### src/rtl/onehot_encoder.sv
// 4:2 priority encoder with non-one-hot error flag, valid/ready handshake,
// 2-entry output FIFO and saturating error counter.
module onehot_encoder #(
  parameter int CNT_W = 8
) (
  input  logic             clk,
  input  logic             rst,
  input  logic             in_valid,
  output logic             in_ready,
  input  logic             d0,
  input  logic             d1,
  input  logic             d2,
  input  logic             d3,
  output logic             out_valid,
  input  logic             out_ready,
  output logic             a,
  output logic             b,
  output logic             out_err,
  input  logic             err_clr,
  output logic [CNT_W-1:0] err_count
);

  typedef enum logic [1:0] {EMPTY, ONE, TWO} state_t;

  state_t     state, state_nxt;
  logic [2:0] head, tail, beat;
  logic [1:0] code;
  logic       enc_err, is_onehot;
  logic       push, pop;
  logic       head_ld_new, head_ld_tail, tail_ld;

  always_comb begin
    code = '0;
    if (d3)      code = 2'b11;
    else if (d2) code = 2'b10;
    else if (d1) code = 2'b01;
  end

  // Exactly one bit set: odd parity and no pair set together.
  assign is_onehot = (d0 ^ d1 ^ d2 ^ d3) &&
                     !((d0 & d1) | (d0 & d2) | (d0 & d3) |
                       (d1 & d2) | (d1 & d3) | (d2 & d3));
  assign enc_err   = !is_onehot;
  assign beat      = {code, enc_err};

  assign in_ready  = !rst && (state != TWO);
  assign out_valid = (state != EMPTY);
  assign push      = in_valid && in_ready;
  assign pop       = out_valid && out_ready;

  always_ff @(posedge clk) begin
    if (rst) state <= EMPTY;
    else     state <= state_nxt;
  end

  // In ONE a simultaneous push+pop replaces the head directly; tail is only
  // used while two beats are held.
  always_comb begin
    state_nxt    = state;
    head_ld_new  = 1'b0;
    head_ld_tail = 1'b0;
    tail_ld      = 1'b0;
    case (state)
      EMPTY: if (push) begin
        state_nxt   = ONE;
        head_ld_new = 1'b1;
      end
      ONE: begin
        if (push && pop) begin
          head_ld_new = 1'b1;
        end else if (push) begin
          state_nxt = TWO;
          tail_ld   = 1'b1;
        end else if (pop) begin
          state_nxt = EMPTY;
        end
      end
      TWO: if (pop) begin
        state_nxt    = ONE;
        head_ld_tail = 1'b1;
      end
      default: state_nxt = EMPTY;
    endcase
  end

  always_ff @(posedge clk) begin
    if (rst) begin
      head <= '0;
      tail <= '0;
    end else begin
      if (head_ld_new)       head <= beat;
      else if (head_ld_tail) head <= tail;
      if (tail_ld)           tail <= beat;
    end
  end

  assign {a, b, out_err} = head;

  always_ff @(posedge clk) begin
    if (rst || err_clr)
      err_count <= '0;
    else if (push && enc_err && (err_count != '1))
      err_count <= err_count + 1'b1;
  end

endmodule

### config.mk
export PLATFORM = sky130hd
export DESIGN_NAME = onehot_encoder
export DESIGN_NICKNAME = d
export VERILOG_FILES = /design/src/rtl/onehot_encoder.sv
export SDC_FILE = /design/constraint.sdc
export NUM_CORES = 1
export LEC_CHECK = 0
export BUFFER_PORTS_ARGS = -buffer_cell sky130_fd_sc_hd__buf_4
export CAP_MARGIN = 0
export CORE_UTILIZATION = 45
export DETAILED_ROUTE_END_ITERATION = 8
export MAX_ROUTING_LAYER = met4
export PLACE_DENSITY = 0.84
export SYNTH_ARGS = -nofsm -noshare
export SYNTH_HDL_FRONTEND = slang
export SYNTH_SLANG_ARGS = --single-unit
### constraint.sdc
create_clock -name clk -period 1.65 [get_ports clk]
set_input_delay 0.33 -clock clk [delete_from_list [all_inputs] [get_ports clk]]
set_output_delay 0.33 -clock clk [all_outputs]
set_load 0.05 [all_outputs]
==> results.md <==
Status:
- The run finished, with violations left.
- The checks that failed: setup timing.

Placed design:
- The count of placed standard cells including taps is 155.
- OpenSTA, run right after detailed placement, puts the worst setup slack at -172 ps.
- The count of port buffers added during placement is 21.
- The congestion estimate from routability-driven global placement came to 0.890.
- The instance area after placement is 1170 sq um.
- The HPWL after detailed placement is 1620 um.

Min path:
- The worst hold path depth is 2.
- The min-delay analysis places its worst path in the category input pin to flop.
- For hold timing, the worst endpoint is state[1].
- The hold path startpoint is out_ready.

Detailed routing:
- For this run, the detailed router's first-pass iteration total came to 4.
- The detail route stage leaves a number of antenna-violating nets equal to 0.
- Wires add up to 2330 um.
- The total number of vias is 893.
- The post-detailed-route via-to-cell ratio is 5.55.
- The DRC violations left is 0.
- The detailed router's first-iteration violation count is 15.
- The average routed wire per standard cell is 14.5 um.

Global routing:
- Entering global routing, the biggest net connects 15 pins.
- The global-route wire length before repair is 3690 um.
- The initial antenna violation count came to 0.
- The via count of the first global-routing pass came to 850.
- The total overflow left after global routing is 0.
- Across every metal layer, demand over resource in global routing totals 25.4%.

Timing:
- The pin slew with the least headroom to its limit is 418 ps.
- The final hold violation count is 0.
- Setup repair after global routing could not meet its margin everywhere.
- The final number of setup-violating endpoints is 4.
- After layout, the worst path uses 103% of the clock period.
- Across all setup checks in the final design, the least slack found is -43.0 ps.
- The final max-slew violation count was 0.
- The setup skew after layout is 7.54 ps.
- Based on the critical path, the design can be clocked at up to 0.591 GHz.
- In this run the tightest slew margin relative to its limit is 71.9%.
- The time the worst path needs with I/O delays and setup is 1690 ps.

CTS:
- After clock tree synthesis, the clock-pin slew on the worst setup and hold paths is 100 ps.
- TritonCTS built the clock tree.
- The clock drives 16 sinks.
- The master cell of the clock root buffer is sky130_fd_sc_hd__clkbuf_4.
- The clock buffer count from CTS is 3.
- In this run the deepest clock path goes through 2 buffers.
- CTS built an H-tree with a depth of 1.
- The clock insertion delay at the later pin of the skew report is 280 ps.

Logic synthesis:
- The number of enable-type register cells in the synthesized netlist is 0.
- After synthesis, the most frequently instantiated cells are 16 x sky130_fd_sc_hd__dfxtp_1, 10 x sky130_fd_sc_hd__nor2_1, 9 x sky130_fd_sc_hd__a21oi_1.
- The count of different cell masters after synthesis is 33.
- Yosys printed 0 warnings.
- The cell type with the highest aggregate area in the netlist is sky130_fd_sc_hd__dfxtp_1.
- The number of cells produced by synthesis is 101.
- The most common flop cell mapped by yosys is sky130_fd_sc_hd__dfxtp_1.
- The total nets after synthesis is 112.
- The fraction of the yosys area taken by sequential cells is 37.1%.
- The number of flip-flops and latches in the synthesized netlist is 16.
- The average cell area after synthesis is 8.55 sq um.
- By area the synthesized netlist is led by sky130_fd_sc_hd__dfxtp_1 37%, sky130_fd_sc_hd__mux2i_1 9.3%, sky130_fd_sc_hd__a21oi_1 5.2%.
- The dominant cell by count in the synthesized netlist is sky130_fd_sc_hd__dfxtp_1.
- The async set-reset flop share out of synthesis is 0%.
- After synthesis, the largest area contributor takes up 37.1% of total cell area.
- In this run the cell area of the synthesized design comes to 863 sq um.

Layout:
- Summing all non-filler instances in the final layout gives an area of 1270 sq um.
- The total inserted antenna cells is 0.
- The area added between synthesis and finish is 46.7%.
- Cells with a size suffix above 1 make up 44.9% of the layout.
- The net count reported at finish is 148.
- The finished layout holds 161 standard cells, fillers aside.

Setup path:
- The depth of the most critical reg-to-reg path is 5.
- The type of the worst setup path is flop to flop.
- The source of the worst register-to-register timing path is err_count[1].
- The worst register-to-register path ends at err_count[3].
- At the worst endpoint, the arrival time is 1920 ps.
- The data required time at the worst endpoint is 1870 ps.
- The setup check on the worst reg-to-reg path leaves a slack of -40 ps.
- The peak fanout along the critical path is 6.
- The kind of end point of the critical path is a flop.
- The critical path launch point type is a flop.

Pwr:
- The internal power of the cells totals 0.557 mW.
- In this run the power spent charging and discharging nets is 0.244 mW.
- The leakage dissipation is 0.548 nW.
- The largest vdd supply drop is 0.516 mV.
- The relative contribution of the clock network to total power is 26.9%.
- The completed layout was analyzed and its total power is 0.801 mW.
- The proportion of power drawn by flip-flops and latches is 50.3%.
- Of the total power, combinational logic draws 22.8%.
- The power density over the cells is 633 nW/um^2.
- Net switching is 30.5% of the power.

Floorplan:
- The effective utilization at floorplan is 48.9%.
- The floorplan die height is 45.8 um.
- The die covers 2100 sq um.
- The floorplan step set the die width to 45.8 um.
- The total area inside the core boundary comes to 1760 sq um.
- The top-level I/O count is 22.
- The number of rows created at floorplan is 15.

Run:
- The max-cap check violation count is 0.
layer usage:
metal  track usage (%)  share of wire (%)
met4              12.4               0.52
met5                 -                  0
met3              3.97                3.2
met1              28.0                 41
met2              44.3                 56
flip-flops by register name, summed over array words and instances, names as in the netlist:
register,flops
state,2
err_count,8
tail,3
head,3
logic make-up after synthesis:
logic type / Yosys count / synth area share, %
fa+ha+maj: 2 / 2.90
simple gates: 43 / 27.5
mux: 8 / 9.28
compound gates: 25 / 18.7
xor+xnor: 1 / 1.01
buf+inv: 6 / 3.48
flops: 16 / 37.1
worst max-delay path by stage:
stage | startpoint | endpoint | slack, ps | depth (start not counted)
floorplan | err_count[1] | err_count[4] | -70 | 6
global route | err_count[1] | err_count[3] | -90 | 5
finish | err_count[1] | err_count[3] | -40 | 5
detailed placement | d0 | err_count[7] | -170 | 6
CTS | err_count[1] | err_count[6] | -40 | 5
global placement | d0 | err_count[4] | -120 | 6
cell usage in the layout (no fill, tap or decap), types with 2 or more instances in the layout:
cell	n
sky130_fd_sc_hd__a211oi_1	3
sky130_fd_sc_hd__a21o_1	2
sky130_fd_sc_hd__a21oi_1	7
sky130_fd_sc_hd__a21oi_2	2
sky130_fd_sc_hd__buf_4	34
sky130_fd_sc_hd__clkbuf_4	3
sky130_fd_sc_hd__dfxtp_1	9
sky130_fd_sc_hd__dfxtp_2	5
sky130_fd_sc_hd__dfxtp_4	2
sky130_fd_sc_hd__ha_4	2
sky130_fd_sc_hd__inv_1	2
sky130_fd_sc_hd__mux2i_1	8
sky130_fd_sc_hd__nand2_1	7
sky130_fd_sc_hd__nand3_1	4
sky130_fd_sc_hd__nor2_1	10
sky130_fd_sc_hd__nor3b_1	2
sky130_fd_sc_hd__nor4_2	2
sky130_fd_sc_hd__o21ai_0	2
sky130_fd_sc_hd__o31ai_1	3
sky130_fd_sc_hd__or2_2	3
sky130_fd_sc_hd__or3_1	3
sky130_fd_sc_hd__or4_4	2
power groups by stage:
stage                     combinational, mW  sequential (mW)  clock (mW)
after CTS                             0.179            0.402       0.222
final                                 0.183            0.403       0.215
after global placement                0.168            0.409           0
after floorplan                      0.0897            0.434           0
after detailed placement              0.174            0.410           0
after global routing                  0.196            0.404       0.243
metrics by stage:
stage               hold WS, ps  setup TNS (ps)  utilization, %
finish                      254           -82.4            71.8
floorplan                   409            -208               -
global route                253            -318            71.8
global placement            476            -609            66.5
CTS                         252            -104            69.5
detailed placement          485            -941            66.5
worst max-delay path, stage by stage, from the launching register on:
cell and delay [ps]:
sky130_fd_sc_hd__dfxtp_4 370, sky130_fd_sc_hd__ha_4 150, sky130_fd_sc_hd__and3_4 180, sky130_fd_sc_hd__a211o_4 360, sky130_fd_sc_hd__or4_4 420, sky130_fd_sc_hd__a21oi_2 140
layout make-up:
class,instances,area [sq um]
Multi-Input combinational cell,80,612
Clock inverter,1,3.75
Tap cell,25,31.3
Fill cell,153,498
Clock buffer,3,22.5
Inverter,2,7.51
Sequential cell,16,334
Timing Repair Buffer,34,255
what timing repair did:
item                                    CTS  global route
buffers inserted                          0             1
cloned                                    1             0
hold buffers                              0             0
endpoints found under the setup margin    5             6
pin swaps                                 1             2
hold endpoints to repair                  0             0
gates resized for setup                   4             8
Note: power is estimated with default switching activity, not from simulation.
